$ cat config.mk
export PLATFORM = sky130hd
export DESIGN_NAME = pipe_ctrl_chain
export DESIGN_NICKNAME = d
export VERILOG_FILES = /design/src/rtl/pipe_pkg.sv /design/src/rtl/pipe_stage_reg.sv /design/src/rtl/pipe_ctrl_chain.sv
export SDC_FILE = /design/constraint.sdc
export NUM_CORES = 1
export LEC_CHECK = 0
export ABC_AREA = 1
export BUFFER_PORTS_ARGS = -buffer_cell sky130_fd_sc_hd__buf_4
export CORE_MARGIN = 8
export CORE_UTILIZATION = 40
export CTS_CLUSTER_SIZE = 8
export DETAILED_ROUTE_END_ITERATION = 10
export PLACE_DENSITY_LB_ADDON = 0.08
export SYNTH_ARGS = -nofsm -noshare
export SYNTH_HDL_FRONTEND = slang
export SYNTH_SLANG_ARGS = --single-unit
$ cat constraint.sdc
create_clock -name clk -period 0.95 [get_ports clk]
set_input_delay 0 -clock clk [delete_from_list [all_inputs] [get_ports clk]]
set_output_delay 0 -clock clk [all_outputs]
set_load 0.01 [all_outputs]
$ cat src/rtl/pipe_pkg.sv
// Shared constants and helpers for the pipeline control chain.
// Latency: n/a (package only).
// Backpressure: n/a (package only).
package pipe_pkg;

    // Forward-select code meaning "read from the register file".
    localparam int FWD_RF = 0;

    // Program-counter register address: all ones at any address width.
    // Consumers slice the low AW bits.
    localparam logic [63:0] PC_ADDR = '1;

    // Forward-select width: enough bits to name every stage, never zero.
    function automatic int sel_w(input int stages);
        int c;
        c = $clog2(stages);
        return (c < 1) ? 1 : c;
    endfunction

endpackage

$ cat src/rtl/pipe_stage_reg.sv
// One pipeline stage register holding {valid, we, ld, wa, data}.
// Latency: 1 cycle from d_* to q_* when enabled.
// Backpressure: en=0 holds contents; flush clears regardless of en; bubble loads an empty slot.
// Ports: clk, reset (async active-low clear), en (load), flush (force bubble),
//        bubble (load empty slot instead of d_*), d_* in, q_* out.
module pipe_stage_reg #(
    parameter int DATA_W = 32,
    parameter int AW     = 4
) (
    input  logic              clk,
    input  logic              reset,
    input  logic              en,
    input  logic              flush,
    input  logic              bubble,
    input  logic              d_valid,
    input  logic              d_we,
    input  logic              d_ld,
    input  logic [AW-1:0]     d_wa,
    input  logic [DATA_W-1:0] d_data,
    output logic              q_valid,
    output logic              q_we,
    output logic              q_ld,
    output logic [AW-1:0]     q_wa,
    output logic [DATA_W-1:0] q_data
);

    always_ff @(posedge clk or negedge reset) begin
        if (!reset) begin
            q_valid <= 1'b0;
            q_we    <= 1'b0;
            q_ld    <= 1'b0;
            q_wa    <= '0;
            q_data  <= '0;
        end else if (flush || (en && bubble)) begin
            // Flush wins over hold; an upstream hold feeds an empty slot.
            q_valid <= 1'b0;
            q_we    <= 1'b0;
            q_ld    <= 1'b0;
            q_wa    <= '0;
            q_data  <= '0;
        end else if (en) begin
            q_valid <= d_valid;
            q_we    <= d_we;
            q_ld    <= d_ld;
            q_wa    <= d_wa;
            q_data  <= d_data;
        end
    end

endmodule

$ cat src/rtl/pipe_ctrl_chain.sv
// Pipeline control chain: STAGES register stages with per-stage stall/flush, operand forward select and load-use detect.
// Latency: STAGES cycles from in_* to out_* with no stall or flush.
// Backpressure: stall[k] holds stage k; a held stage k-1 feeds bubbles into a moving stage k; flush[k] forces a bubble.
// Ports: clk, reset (async active-low); in_valid/in_we/in_ld/in_wa/in_data decode slot; stall, flush per stage;
//        src_addr (stage 0 sources) -> fwd_sel; dec_addr (decode sources) -> ldstall; out_* last stage; perf_bubbles.
// Optional macro PIPE_CTRL_PERF_EN adds a saturating count of last-stage bubble cycles on perf_bubbles.
module pipe_ctrl_chain
    import pipe_pkg::*;
#(
    parameter int DATA_W = 32,
    parameter int STAGES = 3,
    parameter int NRD    = 2,
    parameter int AW     = 4,
    localparam int SELW  = sel_w(STAGES)
) (
    input  logic                clk,
    input  logic                reset,
    input  logic                in_valid,
    input  logic                in_we,
    input  logic                in_ld,
    input  logic [DATA_W-1:0]   in_data,
    input  logic [AW-1:0]       in_wa,
    input  logic [STAGES-1:0]   stall,
    input  logic [STAGES-1:0]   flush,
    input  logic [NRD*AW-1:0]   src_addr,
    input  logic [NRD*AW-1:0]   dec_addr,
    output logic [NRD*SELW-1:0] fwd_sel,
    output logic                ldstall,
    output logic                out_valid,
    output logic                out_we,
    output logic [AW-1:0]       out_wa,
    output logic [DATA_W-1:0]   out_data,
    output logic [31:0]         perf_bubbles
);

    localparam logic [AW-1:0] PC = PC_ADDR[AW-1:0];

    logic              s_valid [STAGES];
    logic              s_we    [STAGES];
    logic              s_ld    [STAGES];
    logic [AW-1:0]     s_wa    [STAGES];
    logic [DATA_W-1:0] s_data  [STAGES];

    for (genvar k = 0; k < STAGES; k++) begin : g_stage
        logic              d_valid;
        logic              d_we;
        logic              d_ld;
        logic [AW-1:0]     d_wa;
        logic [DATA_W-1:0] d_data;
        logic              d_bubble;

        if (k == 0) begin : g_head
            assign d_valid  = in_valid;
            assign d_we     = in_we;
            assign d_ld     = in_ld;
            assign d_wa     = in_wa;
            assign d_data   = in_data;
            assign d_bubble = 1'b0;
        end else begin : g_body
            assign d_valid  = s_valid[k-1];
            assign d_we     = s_we[k-1];
            assign d_ld     = s_ld[k-1];
            assign d_wa     = s_wa[k-1];
            assign d_data   = s_data[k-1];
            assign d_bubble = stall[k-1];
        end

        pipe_stage_reg #(
            .DATA_W (DATA_W),
            .AW     (AW)
        ) u_stage (
            .clk     (clk),
            .reset   (reset),
            .en      (!stall[k]),
            .flush   (flush[k]),
            .bubble  (d_bubble),
            .d_valid (d_valid),
            .d_we    (d_we),
            .d_ld    (d_ld),
            .d_wa    (d_wa),
            .d_data  (d_data),
            .q_valid (s_valid[k]),
            .q_we    (s_we[k]),
            .q_ld    (s_ld[k]),
            .q_wa    (s_wa[k]),
            .q_data  (s_data[k])
        );
    end

    // Scan from the oldest stage toward stage 1 so the nearest producer overwrites.
    always_comb begin
        fwd_sel = {NRD{SELW'(FWD_RF)}};
        for (int p = 0; p < NRD; p++) begin
            for (int k = STAGES - 1; k >= 1; k--) begin
                if (s_valid[k] && s_we[k] &&
                    (s_wa[k] == src_addr[p*AW +: AW]) &&
                    (src_addr[p*AW +: AW] != PC)) begin
                    fwd_sel[p*SELW +: SELW] = SELW'(k);
                end
            end
        end
    end

    // A load in stage 0 cannot forward in time to the decode instruction.
    always_comb begin
        ldstall = 1'b0;
        for (int p = 0; p < NRD; p++) begin
            if (s_valid[0] && s_we[0] && s_ld[0] &&
                (dec_addr[p*AW +: AW] != PC) &&
                (dec_addr[p*AW +: AW] == s_wa[0])) begin
                ldstall = 1'b1;
            end
        end
    end

    assign out_valid = s_valid[STAGES-1];
    assign out_we    = s_we[STAGES-1];
    assign out_wa    = s_wa[STAGES-1];
    assign out_data  = s_data[STAGES-1];

    // The last stage's load flag has no consumer downstream.
    logic unused_last_ld;
    assign unused_last_ld = s_ld[STAGES-1];

`ifdef PIPE_CTRL_PERF_EN
    logic [31:0] perf_cnt;

    always_ff @(posedge clk or negedge reset) begin
        if (!reset) begin
            perf_cnt <= '0;
        end else if (!s_valid[STAGES-1] && (perf_cnt != 32'hFFFF_FFFF)) begin
            perf_cnt <= perf_cnt + 32'd1;
        end
    end

    assign perf_bubbles = perf_cnt;
`else
    assign perf_bubbles = 32'd0;
`endif

endmodule

==> results of run 1 <==
cell usage in the layout, fill, tap and decap left out, drive strengths merged:
cell type,n
clkbuf,21
buf,175
nor2,30
dlygate4sd3,41
inv,25
a21oi,2
nor3,1
bufinv,4
dfrtp,115
conb,32
o21ai,10
clkinvlp,1
nand2,172
xor2,5
nand3,227
clkinv,6
nand4,2
how the worst min path moves through the flow:
stage / startpoint / end / depth (start not counted)
2_1_floorplan: reset / g_stage[0].u_stage.q_data[0] / 0
3_3_place_gp: reset / g_stage[0].u_stage.q_data[2] / 1
3_5_place_dp: reset / g_stage[0].u_stage.q_data[2] / 1
4_1_cts: flush[2] / g_stage[2].u_stage.q_wa[2] / 4
5_1_grt: flush[2] / g_stage[2].u_stage.q_wa[1] / 4
6_report: reset / g_stage[0].u_stage.q_data[2] / 2
per-stage QoR:
step / std cells / total power [W]
5_1_grt: 1045 / 0.0138
2_1_floorplan: 700 / 0.00602
6_report: 1045 / 0.0133
3_3_place_gp: 945 / 0.00658
3_5_place_dp: 945 / 0.00660
4_1_cts: 1027 / 0.0134
layer usage:
layer / GRT usage (%) / up-vias / routed length [um]
li1: - / 2520 / -
met1: 25.0 / 2353 / 7540
met2: 23.2 / 173 / 6360
met3: 4.88 / 7 / 939
met4: 4.04 / 0 / 107
met5: 0 / - / 0
final cells by class:
class | instances | area (um^2)
Sequential cell | 115 | 2880
Multi-Input combinational cell | 481 | 2190
Clock inverter | 11 | 158
Fill cell | 1180 | 5310
Timing Repair Buffer | 216 | 1980
Inverter | 25 | 93.8
Clock buffer | 21 | 460
Tap cell | 176 | 220
worst max-delay path, cell delays in order (launching register included):
cell and delay (ps):
dfrtp_1 400, buf_4 150, nand2_1 70, nand2_1 60, nor2_1 80, nand2_1 50
nor2_1 90, nor2_1 50, buf_4 130
flip-flops by register name, indices dropped and copies added (netlist names):
signal,count
g_stage.u_stage.q_wa,12
g_stage.u_stage.q_data,96
g_stage.u_stage.q_valid,3
g_stage.u_stage.q_we,3
g_stage.u_stage.q_ld,1
repair_timing:
item                                    CTS  global route
gates resized for setup                  30            23
endpoints found under the hold margin   155             0
buffers inserted                         10            18
endpoints found under the setup margin   27            39
pin swaps                                 5             5
hold buffers                             41             0
kinds of logic after synthesis:
kind of cell / count (synthesis) / share of synthesized area [%]
buffers and inverters: 104 / 9.92
flip-flops: 115 / 52.8
AO/OA/AOI/OAI: 12 / 1.31
XOR/XNOR: 5 / 0.804
AND/OR/NAND/NOR: 432 / 35.1
other: 1 / 0.0688
Yosys cell counts:
master and instances:
buf_2 24, conb_1 1, a21oi_1 1, o21ai_0 10, inv_1 24, buf_4 32
xor2_1 5, inv_2 1, nor2_1 30, a21oi_4 1, clkbuf_1 16, dfrtp_1 115
nand2_1 172, nand4_1 2, buf_1 7, nand3_1 227, nor3_1 1
power groups by stage:
stage / Clock [W] / Sequential, W / Combinational [W]
2_1_floorplan: 0 / 0.00528 / 0.000735
3_3_place_gp: 0 / 0.00532 / 0.00127
3_5_place_dp: 0 / 0.00532 / 0.00128
4_1_cts: 0.00669 / 0.00524 / 0.00144
5_1_grt: 0.00695 / 0.00526 / 0.00163
6_report: 0.00658 / 0.00524 / 0.00147
==> results.cfg, run 1 <==
[route]
drt_iter0_drc = 315
drt_pass1_iterations = 5
wl_um = 14900
ant_nets = 0
routed-via-count = 5053
via_per_inst = 4.84
route.detailed.drc = 0
wl_per_cell_um = 14.3

[pwr]
p_int_w = 0.0103
clockPowerShare_pct = 49.5
power.density_nw_per_um2 = 1660
power_frac_seq_pct = 39.5
irDropWorstVdd_mv = 0.941
pwr-share-comb_pct = 11.0
switchingPower_w = 0.00303
p_leak_nw = 4.35
switching_share_pct = 22.8

[worst_setup_path]
r2r_end = g_stage[1].u_stage.q_wa[3]
setup.worst_path.start_class = flip-flop
crit_start = g_stage[1].u_stage.q_wa[3]
endpoint_kind = output port
rrSetupSlack_ps = 60
crit_arrival_ps = 1470
crit_path_max_fanout = 3
r2r_start = g_stage[1].u_stage.q_wa[3]
required_ps = 950
crit_path_end = fwd_sel[3]
critPathKind = reg2out
r2r_cells = 4

[timing]
max_freq_mhz = 681
finalCritPeriodShare_pct = 155
rsz0062_at_grt = yes
setup_violations = 11
finalClockSkew_ps = 7.59
slew_viol_final = 0
fin_ws_ps = -519
hold_violations = 0
fin_tns_setup_ps = -3020
post-route-min-period_ps = 1470
whs_ps = 44.6

[floorplanning]
die_w_um = 133
rows = 42
dieArea_um2 = 17600
die_y_um = 133
fp.coreArea_um2 = 13300
ios = 138
start_util_pct = 41.0

[clocking]
htree_num_levels = 4
cts-root-buf = clkbuf_16
cts_made_buffers = 17
cts.path.max_buffers = 2
cts_tree = done
clk_latency_ps = 400
clkSinkCount = 115
path_clk_slew_ps = 50

[grt]
overflow = 0
grt_pass1_wl_um = 24700
grt_pass1_vias = 4861
grt_max_degree = 77
antenna_found_initial = 0
grt_util_all_layers_pct = 16.8

[logic_synthesis]
synth_top_area_share_pct = 52.8
ys_types = 17
yosys_warnings = 0
syn_inst = 669
synth_sequential_area_ratio_pct = 52.8
synth-seq-cells = 115
synth_area_leader_cell = dfrtp_1
syn_area_um2 = 5450
syn_area_per_cell_um2 = 8.14
netlist_top_cells_area = dfrtp_1 (53%), nand3_1 (21%), nand2_1 (12%), buf_4 (4.4%), buf_2 (2.2%)

[min_path]
hp-class = in2async

[finish]
areaGrowthSynthToFinish_pct = 46.5
fin_util_pct = 60.0
n_antenna_cell = 0
layout-drive-gt1-share_pct = 25.9
final_cell_area_um2 = 7980
fin_nets = 919

[placement]
place_hpwl_um = 10400
gp_congestion = 0.874
placed_area_um2 = 6590
pre_cts_slack_ps = -99.9
port_buffers = 105

[run_status]
status = finished with violations
violations = setup timing

[run]
maxCapViolations = 0
Power figures use the tool's default switching activity.
==> run 2, diff against run 1 <==
- ABC_AREA: 1 -> not set
- clock period: 0.95 -> 1.3 ns (I/O delays scaled with it)
==> results.cfg, run 2 <==
[worst_setup_path]
crit_path_max_fanout = 4
critPathKind = reg2out
endpoint_kind = output port
cp_slowest_cell = or4_4
setup.worst_path.start_class = flip-flop
cp_cell_sequence = xor2_1 -> or4_4 -> a221oi_4 -> buf_4
max_stage_delay_ps = 500
required_ps = 1300
crit_arrival_ps = 1840

[clocking]
cts_tree = done
clkSinkCount = 115
cts_made_buffers = 17
htree_num_levels = 4
cts-root-buf = clkbuf_16
path_clk_slew_ps = 50
cts.path.max_buffers = 2
clk_latency_ps = 410

[timing]
max_freq_mhz = 543
rsz0062_at_grt = yes
finalCritPeriodShare_pct = 142
fin_ws_ps = -543
setup_violations = 5
slew_viol_final = 0
whs_ps = 41.0
hold_violations = 0
finalClockSkew_ps = 5.41
post-route-min-period_ps = 1840

[finish]
reg.largest.list = g_stage.u_stage.q_data (96), g_stage.u_stage.q_wa (12)
n_antenna_cell = 0
largest-register = g_stage.u_stage.q_data
largest_register_ffs = 96
areaGrowthSynthToFinish_pct = 40.3
fin_util_pct = 57.9
fin_cells = 812
final_cell_mix = buf_4 (125), nor2_1 (118), mux2i_1 (115)
fin_nets = 690
layout-drive-gt1-share_pct = 28.1
final_common_cell = buf_4

[run_status]
violations = setup timing
status = finished with violations

[route]
drt_iter0_drc = 111
wl_um = 12600
route.detailed.drc = 0
ant_nets = 0
via_per_inst = 4.65
wl_per_cell_um = 15.5
drt_pass1_iterations = 4
routed-via-count = 3774

[grt]
grt_pass1_wl_um = 20200
overflow = 0
antenna_found_initial = 0
grt_max_degree = 40
grt_util_all_layers_pct = 15.5
grt_pass1_vias = 3993

[floorplanning]
dieArea_um2 = 17000
die_y_um = 130
die_w_um = 130
ios = 138
fp.coreArea_um2 = 12700
rows = 41
start_util_pct = 41.3

[min_path]
hp-class = in2reg

[logic_synthesis]
syn_inst = 459
yosysMostFrequentCell = nor2_1
ys_async_sr_fraction_pct = 100
synth_fa_ha_area_share_pct = 0
synth-seq-cells = 115
synth_xor_xnor_area_share_pct = 3.01
muxShareOfSynthArea_pct = 22.0
yosys.area_share.simple_pct = 11.3
syn_area_um2 = 5230
synth_top_family_by_area = multiplexers
synth_sequential_area_ratio_pct = 55.0
synth-edff-count = 0
netlist_top_cells_area = dfrtp_1 (55%), mux2i_1 (22%), nor2_1 (8.5%), buf_4 (5.5%), xor2_1 (2.0%)
ys_top_cells_by_count = nor2_1 (118), dfrtp_1 (115), mux2i_1 (115), buf_4 (38)
synth_flop_cell = dfrtp_1
synth_area_leader_cell = dfrtp_1
ys_types = 25
yosys_warnings = 0
syn_area_per_cell_um2 = 11.4
synth_top_area_share_pct = 55.0
synth_compound_area_share_pct = 1.41

[pwr]
irDropWorstVdd_mv = 0.903
p_leak_nw = 3.84
power.density_nw_per_um2 = 1240

[placement]
place_hpwl_um = 8570
gp_congestion = 0.832
dp_cells = 732
port_buffers = 105

[run]
maxCapViolations = 0
==> run 2: cell types whose count changed in the layout (fill, tap and decap cells not counted), sizes merged, moves of 24 or more <==
cell	change
nand2	-169
nor2	+88
nand3	-221
mux2i	+115
inv	-24
buf	-41
==> run 2: layer usage <==
layer / GRT usage [%] / share of wire (%)
met5: 0 / 0
met4: 4.86 / 1.0
met3: 4.98 / 6.9
met2: 25.9 / 50
met1: 18.6 / 43
==> run 2: area by class of cell <==
| class | instances | area [um^2] |
|---|---|---|
| repair buffers | 175 | 1510 |
| inverters | 1 | 3.75 |
| clock inverters | 4 | 45.0 |
| clock buffers | 28 | 517 |
| well taps | 172 | 215 |
| fillers | 1111 | 5330 |
| flip-flops and latches | 115 | 2880 |
| multi-input cells | 317 | 2160 |
==> run 2: cell families (layout without fill, tap and decap cells) <==
kind of cell,count (synthesis),after routing
AO/OA/AOI/OAI,9,9
flip-flops,115,115
buffers and inverters,58,208
XOR/XNOR,18,18
AND/OR/NAND/NOR,143,143
multiplexers,115,115
other,1,32
==> run 2: critical path: cells and delay by family, from the launching register on <==
family          cells  cell delay [ps]
buf+inv             1              160
simple gates        1              500
compound gates      1              200
flops               1              420
xor+xnor            1              160
==> run 2: worst paths after layout <==
path / startpoint / to / slack (ps) / depth (start not counted)
setup / recovery: g_stage[2].u_stage.q_wa[2] / fwd_sel[3] / -540 / 4
hold / removal: flush[0] / g_stage[0].u_stage.q_data[11] / 40 / 2
setup reg to reg: g_stage[0].u_stage.q_wa[0] / g_stage[1].u_stage.q_wa[0] / 390 / 3
hold reg to reg: g_stage[0].u_stage.q_data[2] / g_stage[1].u_stage.q_data[2] / 510 / 2
max in group asynchronous: reset / g_stage[1].u_stage.q_wa[2] / 680 / 3
min in group asynchronous: reset / g_stage[1].u_stage.q_data[4] / 90 / 2
==> run 2: power breakdown <==
group          total (W)  internal, W  switching (W)
logic           0.000966     0.000481       0.000486
registers        0.00377      0.00370      0.0000693
clock network    0.00435      0.00287        0.00148
total            0.00908      0.00704        0.00204
==> run 2: through the flow <==
| step | setup TNS [ps] | total power, W | setup slack [ps] | cell area, um^2 |
|---|---|---|---|---|
| after floorplan | -71.9 | 0.00433 | -40.4 | 5360 |
| after detailed placement | -311 | 0.00468 | -152 | 6250 |
| final | -1880 | 0.00908 | -543 | 7340 |
| after global placement | -202 | 0.00466 | -118 | 6250 |
| after global routing | -2230 | 0.00944 | -623 | 7340 |
| after CTS | -2020 | 0.00917 | -577 | 7310 |
==> run 2: repair_timing <==
| item | 4_1_cts | 5_1_grt |
|---|---|---|
| buffers inserted | 7 | 0 |
| resized for setup | 9 | 5 |
| hold endpoints to repair | 157 | 0 |
| pin swaps | 11 | 3 |
| setup endpoints to repair | 5 | 5 |
| hold buffers | 41 | 0 |
==> run 3, diff against run 2 <==
- CORE_ASPECT_RATIO: not set -> 1.75
- REMOVE_ABC_BUFFERS: not set -> 1
==> results.cfg, run 3 (same netlist as run 2, synthesis figures left out) <==
[clocking]
path_clk_slew_ps = 50
clk_latency_ps = 400
clkSinkCount = 115
cts_tree = done
cts_made_buffers = 17
cts-root-buf = clkbuf_16
cts.path.max_buffers = 2
htree_num_levels = 4

[placement]
placed_area_um2 = 6260
place_hpwl_um = 9240
port_buffers = 105
gp_congestion = 0.794

[grt]
gr-usage-met3_pct = 3.99
overflow = 0
met2_usage_pct = 29.4
grt_util_all_layers_pct = 16.3
busiest_layer = met2
antenna_found_initial = 0
grt_pass1_wl_um = 21600
grt_pass1_vias = 4226
grt_use_met1_pct = 17.7
grt_max_degree = 44

[worst_setup_path]
setup.worst_path.start_class = flip-flop
crit_start = g_stage[2].u_stage.q_wa[0]
required_ps = 1300
endpoint_kind = output port
crit_arrival_ps = 1840
r2r_start = g_stage[0].u_stage.q_wa[3]
critPathKind = reg2out
crit_path_max_fanout = 4

[timing]
slew_viol_final = 0
rsz0062_at_grt = yes
setup_violations = 5
finalCritPeriodShare_pct = 142
max_freq_mhz = 543
hold_violations = 0
finalClockSkew_ps = 9.69
fin_ws_ps = -540
fin_tns_setup_ps = -1860
post-route-min-period_ps = 1840

[run_status]
violations = setup timing
status = finished with violations

[floorplanning]
die_w_um = 102
die_y_um = 167
dieArea_um2 = 17100
fp.coreArea_um2 = 12900
start_util_pct = 40.6
ios = 138
rows = 55

[finish]
final_cell_area_um2 = 7310
fillCellCount = 1157
fin_nets = 692
final_cell_mix = buf_4 (127), nor2_1 (118), mux2i_1 (115)
largest-register = g_stage.u_stage.q_data
layout-drive-gt1-share_pct = 28.4
areaGrowthSynthToFinish_pct = 39.8
n_antenna_cell = 0
fin_util_pct = 56.8
reg.largest.list = g_stage.u_stage.q_data (96), g_stage.u_stage.q_wa (12)
largest_register_ffs = 96
final_common_cell = buf_4

[route]
ant_nets = 0
wl_um = 13200
drt_iter0_drc = 141
routed-via-count = 3793
route.detailed.drc = 0
drt_pass1_iterations = 4
via_per_inst = 4.68
wl_per_cell_um = 16.3

[pwr]
switching_share_pct = 22.9
irDropWorstVdd_mv = 1.22
power_frac_seq_pct = 41.5
power.density_nw_per_um2 = 1240
pwr-share-comb_pct = 10.7
p_int_w = 0.00700
clockPowerShare_pct = 47.9
p_leak_nw = 3.84
switchingPower_w = 0.00208

[run]
maxCapViolations = 0

[min_path]
hp-class = in2async
==> run 3: cell count changes in the layout (fill, tap and decap cells not counted), sizes merged <==
| cell | change |
|---|---|
| bufinv | +1 |
| buf | +2 |
| clkinvlp | +2 |
| clkinv | +4 |
| clkbuf | -9 |
==> run 3: path summary, 6_finish.rpt <==
path                                                       to  slack (ps)  cells past startpoint
worst max register to register     g_stage[0].u_stage.q_wa[3]         430                      3
worst min-delay path            g_stage[2].u_stage.q_data[15]          20                      2
worst max-delay path                               fwd_sel[3]        -540                      4
min in group clk                 g_stage[0].u_stage.q_data[4]          30                      3
max in group asynchronous          g_stage[0].u_stage.q_wa[0]         710                      3
worst min register to register  g_stage[1].u_stage.q_data[22]         510                      2
==> run 3: timing repair <==
action / 4_1_cts / 5_1_grt
endpoints found under the setup margin: 5 / 5
setup buffers: 4 / 2
hold endpoints to repair: 155 / 0
pin swaps: 8 / 9
hold buffers: 41 / 0
resized for setup: 6 / 6
cloned: 0 / 0
==> run 3: routing by layer <==
metal,routed length [um],vias up
li1,-,1799
met1,5160,1880
met2,7260,102
met3,663,12
met4,127,0
met5,0,-
==> run 3: area by class of cell <==
cell class / count / area [um^2] / area share, %
clock buffer: 19 / 443 / 6.06
clock inverter: 11 / 114 / 1.56
inverter: 1 / 3.75 / 0.0513
multi-input combinational: 317 / 2130 / 29.1
sequential: 115 / 2880 / 39.4
tap: 171 / 214 / 2.93
timing repair buffer: 177 / 1530 / 20.9
==> run 3: stage by stage <==
step,total power [W],std cells,setup slack [ps],hold WS (ps)
after floorplan,0.00414,433,-340,-296
after global placement,0.00467,734,-101,-89.0
after detailed placement,0.00469,734,-134,-87.0
after CTS,0.00921,809,-560,17.1
after global routing,0.00947,811,-627,36.4
final,0.00908,811,-540,23.5
==> run 3: power by group through the flow <==
stage	combinational, W	sequential (W)	clock [W]
after floorplan	0.000334	0.00381	0
final	0.000968	0.00377	0.00435
after global placement	0.000849	0.00382	0
after global routing	0.00107	0.00378	0.00463
after detailed placement	0.000861	0.00383	0
after CTS	0.000975	0.00376	0.00447
==> run 3: worst max-delay path, cell delays in order (launching register included) <==
cell      delay, ps
dfrtp_1         420
xor2_1          150
or4_4           510
a221oi_2        200
buf_4           160
